`config.mk`:
```
export PLATFORM = sky130hd
export DESIGN_NAME = jtag_host
export DESIGN_NICKNAME = d
export VERILOG_FILES = /design/src/rtl/jtag_host.sv
export SDC_FILE = /design/constraint.sdc
export NUM_CORES = 1
export LEC_CHECK = 0
export CAP_MARGIN = 40
export CORE_MARGIN = 5
export CORE_UTILIZATION = 52
export DETAILED_ROUTE_END_ITERATION = 6
export PLACE_DENSITY = 0.78
export RECOVER_POWER = 100
export SLEW_MARGIN = 20
export SYNTH_ARGS = -nofsm -noshare
export SYNTH_HDL_FRONTEND = slang
export SYNTH_SLANG_ARGS = --single-unit
export TNS_END_PERCENT = 5
```
`constraint.sdc`:
```
create_clock -name clk -period 3.9 [get_ports clk]
set_input_delay 0.39 -clock clk [delete_from_list [all_inputs] [get_ports clk]]
set_output_delay 0.39 -clock clk [all_outputs]
set_load 0.005 [all_outputs]
```
`src/rtl/jtag_host.sv`:
```
// JTAG initiator: walks a target TAP from Run-Test/Idle through one IR or DR
// scan of up to 64 bits, or a TMS=1 reset sequence, and returns captured TDO.
//
// state      | meaning
// RESET_SEQ  | RESET_TCKS TCKs with TMS=1, then one TCK with TMS=0
// IDLE       | TCK parked low, waiting for start_i / tap_reset_i
// HEADER     | RTI -> Shift-DR (TMS 1,0,0) or Shift-IR (TMS 1,1,0,0)
// SHIFT      | len TCKs, TDI from latched data, TDO captured, TMS=1 on last
// TRAILER    | Exit1 -> Update -> RTI (TMS 1,0)
// DONE       | one-clk done_o pulse, data_o refreshed after a scan
module jtag_host #(
    parameter int CLK_DIV    = 4,
    parameter int RESET_TCKS = 5
) (
    input  logic        clk,
    input  logic        rst_n,
    input  logic        start_i,
    input  logic        is_ir_i,
    input  logic [6:0]  len_i,
    input  logic [63:0] data_i,
    input  logic        tap_reset_i,
    output logic        busy_o,
    output logic        done_o,
    output logic [63:0] data_o,
    output logic        jtag_clk,
    output logic        jtag_tms,
    output logic        jtag_tdi,
    input  logic        jtag_tdo
);

    localparam int DIV_W = $clog2(CLK_DIV);
    localparam logic [DIV_W-1:0] DIV_LOAD = DIV_W'(CLK_DIV - 1);

    typedef enum logic [2:0] {
        ST_RESET_SEQ,
        ST_IDLE,
        ST_HEADER,
        ST_SHIFT,
        ST_TRAILER,
        ST_DONE
    } state_t;

    state_t            state;
    logic              lead;
    logic [DIV_W-1:0]  div_cnt;
    logic [7:0]        tck_idx;
    logic [6:0]        shift_len;
    logic              ir_q;
    logic [63:0]       shift_data;
    logic [63:0]       capture;
    logic              reset_pend;

    state_t            adv_state;
    logic [7:0]        adv_idx;
    logic              adv_tdi;

    // TMS level for TCK number i of the given state
    function automatic logic tms_of(input state_t s, input logic [7:0] i,
                                    input logic ir, input logic [6:0] len);
        logic t;
        t = 1'b0;
        case (s)
            ST_RESET_SEQ: t = (i < 8'(RESET_TCKS));
            ST_HEADER:    t = (i == 8'd0) || (ir && (i == 8'd1));
            ST_SHIFT:     t = (i == ({1'b0, len} - 8'd1));
            ST_TRAILER:   t = (i == 8'd0);
            default:      t = 1'b0;
        endcase
        return t;
    endfunction

    // Which TCK follows the current one
    always_comb begin
        adv_state = state;
        adv_idx   = tck_idx + 8'd1;
        case (state)
            ST_RESET_SEQ: begin
                if (tck_idx == 8'(RESET_TCKS)) adv_state = ST_DONE;
            end
            ST_HEADER: begin
                if (tck_idx == (ir_q ? 8'd3 : 8'd2)) begin
                    adv_state = ST_SHIFT;
                    adv_idx   = 8'd0;
                end
            end
            ST_SHIFT: begin
                if (tck_idx == ({1'b0, shift_len} - 8'd1)) begin
                    adv_state = ST_TRAILER;
                    adv_idx   = 8'd0;
                end
            end
            ST_TRAILER: begin
                if (tck_idx == 8'd1) adv_state = ST_DONE;
            end
            default: ;
        endcase
    end

    always_comb begin
        adv_tdi = 1'b0;
        if (adv_state == ST_SHIFT)
            adv_tdi = (state == ST_SHIFT) ? shift_data[1] : shift_data[0];
    end

    always_ff @(posedge clk or negedge rst_n) begin
        if (!rst_n) begin
            state      <= ST_RESET_SEQ;
            lead       <= 1'b1;
            div_cnt    <= '0;
            tck_idx    <= '0;
            shift_len  <= '0;
            ir_q       <= 1'b0;
            shift_data <= '0;
            capture    <= '0;
            reset_pend <= 1'b0;
            busy_o     <= 1'b0;
            done_o     <= 1'b0;
            data_o     <= '0;
            jtag_clk   <= 1'b0;
            jtag_tms   <= 1'b1;
            jtag_tdi   <= 1'b0;
        end else begin
            done_o <= 1'b0;
            if (state != ST_IDLE && tap_reset_i) reset_pend <= 1'b1;

            case (state)
                ST_IDLE: begin
                    if (tap_reset_i) begin
                        state  <= ST_RESET_SEQ;
                        lead   <= 1'b1;
                        busy_o <= 1'b1;
                    end else if (start_i) begin
                        state      <= ST_HEADER;
                        lead       <= 1'b1;
                        busy_o     <= 1'b1;
                        ir_q       <= is_ir_i;
                        shift_len  <= (len_i > 7'd64) ? 7'd64 : len_i;
                        shift_data <= data_i;
                    end
                end

                ST_DONE: begin
                    if (reset_pend || tap_reset_i) begin
                        state      <= ST_RESET_SEQ;
                        lead       <= 1'b1;
                        busy_o     <= 1'b1;
                        reset_pend <= 1'b0;
                    end else begin
                        state <= ST_IDLE;
                    end
                end

                default: begin
                    if (lead) begin
                        // First low clk of a sequence; a zero-length scan ends here
                        lead   <= 1'b0;
                        busy_o <= 1'b1;
                        if (state == ST_HEADER && shift_len == 7'd0) begin
                            state  <= ST_DONE;
                            done_o <= 1'b1;
                            busy_o <= 1'b0;
                        end else begin
                            tck_idx  <= '0;
                            div_cnt  <= DIV_LOAD;
                            jtag_clk <= 1'b0;
                            jtag_tms <= tms_of(state, 8'd0, ir_q, shift_len);
                            jtag_tdi <= 1'b0;
                        end
                    end else if (div_cnt != '0) begin
                        div_cnt <= div_cnt - 1'b1;
                    end else if (!jtag_clk) begin
                        jtag_clk <= 1'b1;
                        div_cnt  <= DIV_LOAD;
                        if (state == ST_SHIFT) capture <= {jtag_tdo, capture[63:1]};
                    end else begin
                        jtag_clk <= 1'b0;
                        div_cnt  <= DIV_LOAD;
                        tck_idx  <= adv_idx;
                        state    <= adv_state;
                        if (state == ST_SHIFT) shift_data <= shift_data >> 1;
                        if (adv_state == ST_DONE) begin
                            done_o   <= 1'b1;
                            busy_o   <= 1'b0;
                            jtag_tdi <= 1'b0;
                            // Received bits sit at the top of capture; align to bit 0
                            if (state == ST_TRAILER)
                                data_o <= capture >> (7'd64 - shift_len);
                        end else begin
                            jtag_tms <= tms_of(adv_state, adv_idx, ir_q, shift_len);
                            jtag_tdi <= adv_tdi;
                        end
                    end
                end
            endcase
        end
    end

endmodule

```
==> flow_summary.toml, run 1 <==
[sta]
relSlewSlack_pct = -16.12
timing.final.max_slew_violations = 139
setup_viol_count_final = 0
finalSetupTns_ns = 0
finClkSkew_ns = 0.02187
fin_crit_ns = 3.696
hold_violations = 0
tightestPinTransition_ns = 1.742
fmax_mhz = 270.6
whs_ns = 0.4233
rsz0062_at_grt = "false"
finalCritPeriodShare_pct = 94.77

[power_and_ir_drop]
seq_power_share_pct = 21.9
p_comb_share_pct = 61.1
swShare_pct = 49.33
p_clk_share_pct = 17.0
intPower_mw = 6.654
p_leak_nw = 6.922
p_sw_mw = 6.478
max-vdd-ir-drop_mv = 0.7225
p_per_area_nw_per_um2 = 824.8

[synthesis]
yosysUniqueCellTypes = 67
synth_edf_count = 0
yosys.area.top_type = "dfrtp_1"
synth_area_leaders = "dfrtp_1 (41%), mux4_2 (8.9%), nand2_1 (8.7%)"
synthSimpleGateAreaFrac_pct = 14.79
seq_area_frac_synth_pct = 41.06
synth_top_area_share_pct = 40.67
yosysMostFrequentCell = "nand2_1"
synthXorXnorAreaFrac_pct = 1.744
syn_nets = 1492
syn_avg_cell_area_um2 = 9.513
synthFlopType = "dfrtp_1"
synth-compound-area-share_pct = 15.54
synth_top_family_by_area = "multiplexers"
yosys_warnings = 0
syn_inst = 1410
synth-adder-area-share_pct = 0.4664
synth_common_cells = "nand2_1 (312), dfrtp_1 (218), o21ai_0 (174)"
postSynth.asyncResetShare_pct = 100.0
synth_mux_area_share_pct = 22.31
syn_area_um2 = 13410
synth-seq-cells = 220

[clocking]
htreeDepth = 1
cts_tree = "done"
root_buffer = "clkbuf_16"
post_cts_buffers = 0
clock-sinks = 220
clk_latency_ns = 0.54
clk_pin_slew_ns = 0.07
clockBufferDepth = 3
cts_made_buffers = 24

[critical_path]
cp_slowest_cell = "dfrtp_4"
crit_path_end_kind = "flip-flop"
crit_type = "flip-flop to flip-flop"
cp_slowest_stage_delay_ns = 0.51
reg2reg_to = "data_o[54]"
reg2reg_depth = 11
crit_required_ns = 4.31
crit_chain = "inv_2 -> ha_2 -> or3b_1 -> or3_1 -> xor3_1 -> and4b_2 -> nand2_4 -> a21boi_4 -> nand4_4 -> buf_12 -> o41ai_1"
cp_max_fo = 118
crit_arrival_ns = 4.11
r2r_start = "shift_len[0]"
r2r_setup_slack_ns = 0.20
start_kind = "flip-flop"

[route]
vias = 11040
ant_nets = 0
drc_errors = 0
wire_per_inst_um = 18.71
drt-pass1-iter-count = 6
routed_wirelength_um = 34570
drt-initial-drc-count = 1196
viasPerCell = 5.979

[min_path]
whs_path_depth = 3
worstHoldPathType = "primary input to flip-flop"
hold_path.startpoint = "len_i[5]"
hold_end = "shift_len[5]"

[job]
cap_violations = 2

[placed_design]
dp_hpwl_um = 25290
dpl.cell_count = 1805
gp_congestion = 0.9713
portBuffers = 145

[floorplan]
ios = 146
fp.dieW_um = 170.6
placeableCoreArea_um2 = 25330
die_y_um = 170.6
die_area_um2 = 29110
rows = 58
start_util_pct = 52.96

[global_route]
grt_pass1_vias = 10800
grt_pass1_wl_um = 57550
antenna_found_initial = 0
grt_max_degree = 130
grtUsageTotal_pct = 24.06
grt_overflow = 0

[outcome]
violations = "max-capacitance violations, max-slew violations"
status = "complete, but fails checks"

[finish]
area_delta_synth_final_pct = 18.70
fillers = 2090
register_area_um2 = 5512
stdcell_count = 1847
antenna_cells = 0
multi_input_area_um2 = 7396
final_core_utilization_pct = 62.86
final_nets = 1585
drive_above_1_share_pct = 14.63
==> cell type report <==
cell class,instances,share of cell area (%)
sequential,220,34.62
tap,330,2.593
inverter,10,0.2358
timing repair buffer,184,11.25
multi-input combinational,1063,46.45
clock inverter,9,0.7308
clock buffer,31,4.126
==> cells by family after synthesis <==
| kind of cell | Yosys count |
|---|---|
| fa+ha+maj | 5 |
| compound gates | 338 |
| simple gates | 471 |
| flops | 220 |
| mux | 224 |
| buf+inv | 127 |
| xor+xnor | 25 |
==> per-stage QoR <==
stage,cell area (um2),power [mW],setup slack (ns)
6_report,15920,13.13,0.2041
3_3_place_gp,15190,10.69,0.3491
4_1_cts,16020,13.12,0.1958
3_5_place_dp,15240,10.83,0.2319
5_1_grt,15920,13.98,0.01863
2_1_floorplan,13410,8.452,0.02963
==> layer usage <==
layer  global-route usage (%)  vias up  share of wire, %
met4                    6.563        0               2.8
met2                    38.39      397                47
li1                         -     5239                 -
met1                    34.69     5351                43
met3                    3.674       56               7.1
met5                        0        -                 0
==> power by group through the flow <==
stage / logic, mW / registers [mW] / clock network, mW
after detailed placement: 7.93 / 2.91 / 0
after global placement: 7.79 / 2.89 / 0
after CTS: 7.97 / 2.87 / 2.28
after floorplan: 5.72 / 2.73 / 0
after global routing: 8.69 / 2.92 / 2.37
final: 8.02 / 2.87 / 2.24
==> state kept, by name, indices dropped and copies added (netlist names), 2 cells and up <==
register	flops
capture	64
data_o	64
div_cnt	2
shift_data	64
shift_len	7
state	3
tck_idx	8
==> what timing repair did <==
action / 4_1_cts / 5_1_grt
hold endpoints to repair: 5 / 0
hold buffers: 1 / 0
setup endpoints to repair: 0 / 4
gates resized for setup: 0 / 1
==> critical path, delay by kind of cell (launching register included) <==
kind | cells | cell delay [ns]
AND/OR/NAND/NOR | 5 | 1.55
adder cells (fa/ha/maj) | 1 | 0.26
XOR/XNOR | 1 | 0.23
AO/OA/AOI/OAI | 2 | 0.62
flip-flops | 1 | 0.51
buffers and inverters | 2 | 0.34
==> cell usage in the layout, fill, tap and decap left out, types with 4 or more instances in the layout <==
cell and count:
nand3_1 20, clkbuf_16 24, dlygate4sd3_1 70, nor3_1 12, mux2_2 70, and3_1 4
a31oi_1 14, mux2i_1 101, ha_1 4, inv_1 9, xnor2_1 13, mux4_2 53
nor4_1 4, nor2_1 68, clkdlybuf4s50_1 75, o211ai_1 11, a22oi_1 16, nor2b_1 8
o41ai_2 4, o21ai_0 182, clkbuf_1 7, a211oi_1 9, o31ai_1 13, and2_1 6
nand2_1 311, o22ai_1 8, o41ai_1 5, dfrtp_1 217, nand2b_1 11, nand4_1 7
buf_4 27, a21boi_0 6, xor2_1 6, a21oi_1 46
==> worst max-delay path by stage <==
stage	from	cells past startpoint	endpoint	slack, ns
global placement	shift_len[0]	11	data_o[54]	0.35
global route	shift_len[1]	11	data_o[49]	0.02
finish	shift_len[0]	11	data_o[54]	0.20
CTS	shift_len[0]	11	data_o[53]	0.20
detailed placement	shift_len[0]	11	data_o[53]	0.23
floorplan	shift_len[0]	20	data_o[48]	0.03
Note: power is estimated with default switching activity, not from simulation.
==> run 2: changes to the inputs <==
- CORE_MARGIN: 5 -> 8
==> run 2 against run 1 <==
  * The run still ends with max-capacitance violations, max-slew violations left
  * Setup slack got worse by 0.039 ns
  * Wire length increased by 1.1%
  * Cell area increased by 0.22%
  * Critical path depth unchanged
  * Sequential power about the same
  * Combinational power increased by 0.9%
  * Fmax decreased by 1.0%
  * Worst hold slack improved by 0.018 ns
  * Non-clock buffer count increased by 2
  * Global-route usage decreased by 1.8 points
  * Clock power about the same
  * Critical path type unchanged
  * Critical endpoint is now data_o[51]
==> flow_summary.toml, run 2 (same netlist as run 1, synthesis figures left out) <==
[outcome]
status = "complete, but fails checks"
violations = "max-capacitance violations, max-slew violations"

[finish]
final_common_cell = "nand2_1"
largestRegisters = "capture: 64 flops, data_o: 64 flops, shift_data: 64 flops"
area_delta_synth_final_pct = 18.96
mostFrequentLayoutCells = "nand2_1 (311), dfrtp_1 (217), o21ai_0 (180)"
final_core_utilization_pct = 63.18
antenna_cells = 0
drive_above_1_share_pct = 14.84
final_nets = 1587

[clocking]
htreeDepth = 1
clk_pin_slew_ns = 0.06
post_cts_buffers = 0
clk_latency_ns = 0.53
cts_tree = "done"
clockBufferDepth = 3
clock-sinks = 220
cts_made_buffers = 24
root_buffer = "clkbuf_16"

[placed_design]
dp_slack_ns = 0.2458
gp_congestion = 0.9587
portBuffers = 145
dp_hpwl_um = 26070

[critical_path]
cp_max_fo = 118
crit_required_ns = 4.30
reg2reg_depth = 11
r2r_start = "shift_len[1]"
reg2reg_to = "data_o[51]"
start_kind = "flip-flop"
r2r_setup_slack_ns = 0.16
crit_type = "flip-flop to flip-flop"
crit_path_end_kind = "flip-flop"
crit_arrival_ns = 4.14

[sta]
timing.final.max_slew_violations = 201
fin_crit_ns = 3.735
finalSetupTns_ns = 0
setup_viol_count_final = 0
hold_violations = 0
tightestPinTransition_ns = 1.992
setup_slack_ns = 0.1650
finalCritPeriodShare_pct = 95.77
finClkSkew_ns = 0.01495
fmax_mhz = 267.7
rsz0062_at_grt = "false"
relSlewSlack_pct = -32.78

[global_route]
antenna_found_initial = 0
grt_max_degree = 119
grtUsageTotal_pct = 22.26
grt_pass1_vias = 10640
grt_pass1_wl_um = 56990
grt_overflow = 0

[floorplan]
ios = 146
start_util_pct = 53.11
die_area_um2 = 31190
rows = 58
fp.dieW_um = 176.6
placeableCoreArea_um2 = 25250
die_y_um = 176.6

[power_and_ir_drop]
p_clk_share_pct = 17.0
max-vdd-ir-drop_mv = 0.7520
p_sw_mw = 6.504
intPower_mw = 6.688
p_leak_nw = 6.954
seq_power_share_pct = 21.6
swShare_pct = 49.30
p_per_area_nw_per_um2 = 826.7
p_comb_share_pct = 61.3

[min_path]
hold_end = "shift_len[3]"
hold_path.startpoint = "len_i[3]"
whs_path_depth = 3
worstHoldPathType = "primary input to flip-flop"

[route]
drt-initial-drc-count = 1187
routed_wirelength_um = 34940
vias = 10980
wire_per_inst_um = 18.86
drc_errors = 0
drt-pass1-iter-count = 7
viasPerCell = 5.926
ant_nets = 0

[job]
cap_violations = 3
run 2: changes by cell type in the layout (fill, tap and decap cells not counted), sizes merged:
cell      before  now
clkbuf        38   44
clkinv         5    4
clkinvlp       1    0
buf           32   34
run 2: worst max-delay path, stage by stage (launching register included):
cell and delay, ns:
dfrtp_1 0.43, inv_1 0.11, ha_2 0.26, or3b_1 0.53
or3_1 0.46, xor3_1 0.22, and4b_1 0.42, nand2_4 0.12
a21boi_4 0.23, nand4_4 0.13, buf_12 0.25, o41ai_1 0.40
run 2: timing repair:
| item | 4_1_cts | 5_1_grt |
|---|---|---|
| hold buffers | 1 | 0 |
| endpoints found under the hold margin | 79 | 0 |
| gates resized for setup | 0 | 0 |
run 2: metrics by stage:
step / std cells / hold slack (ns) / power (mW) / instance area, um2
after floorplan: 1410 / 0.09441 / 8.452 / 13410
after global placement: 1805 / 0.4133 / 10.66 / 15190
after detailed placement: 1807 / 0.4174 / 10.79 / 15230
after CTS: 1852 / 0.4296 / 13.09 / 16030
after global routing: 1853 / 0.4667 / 14.02 / 15960
final: 1853 / 0.4408 / 13.19 / 15960
run 2: per-layer routing:
layer	share of wire (%)	GRT usage, %
met1	44	31.20
met2	47	35.42
met3	6.5	3.525
met4	2.5	6.095
met5	0	0
run 2: final cells by class:
class                   count  area (um2)
clock buffers              37       689.4
repair buffers            186        1795
fillers                  2080        9298
flip-flops and latches    220        5512
inverters                  10       37.54
well taps                 330       412.9
multi-input cells        1063        7410
clock inverters             7       100.1
run 2: power by group through the flow:
| stage | logic (mW) | clock network (mW) | registers [mW] |
|---|---|---|---|
| 6_report | 8.09 | 2.25 | 2.86 |
| 5_1_grt | 8.73 | 2.39 | 2.90 |
| 4_1_cts | 7.93 | 2.31 | 2.85 |
| 3_5_place_dp | 7.90 | 0 | 2.89 |
| 3_3_place_gp | 7.79 | 0 | 2.88 |
| 2_1_floorplan | 5.72 | 0 | 2.73 |
run 2: worst max path at each step:
stage                       from         end  slack [ns]  cells after the start
finish              shift_len[1]  data_o[51]        0.16                     11
floorplan           shift_len[0]  data_o[48]        0.03                     20
global placement    shift_len[0]  data_o[54]        0.39                     11
CTS                 shift_len[1]  data_o[53]        0.23                     11
detailed placement  shift_len[1]  data_o[54]        0.25                     11
global route        shift_len[1]    jtag_tms        0.01                     11
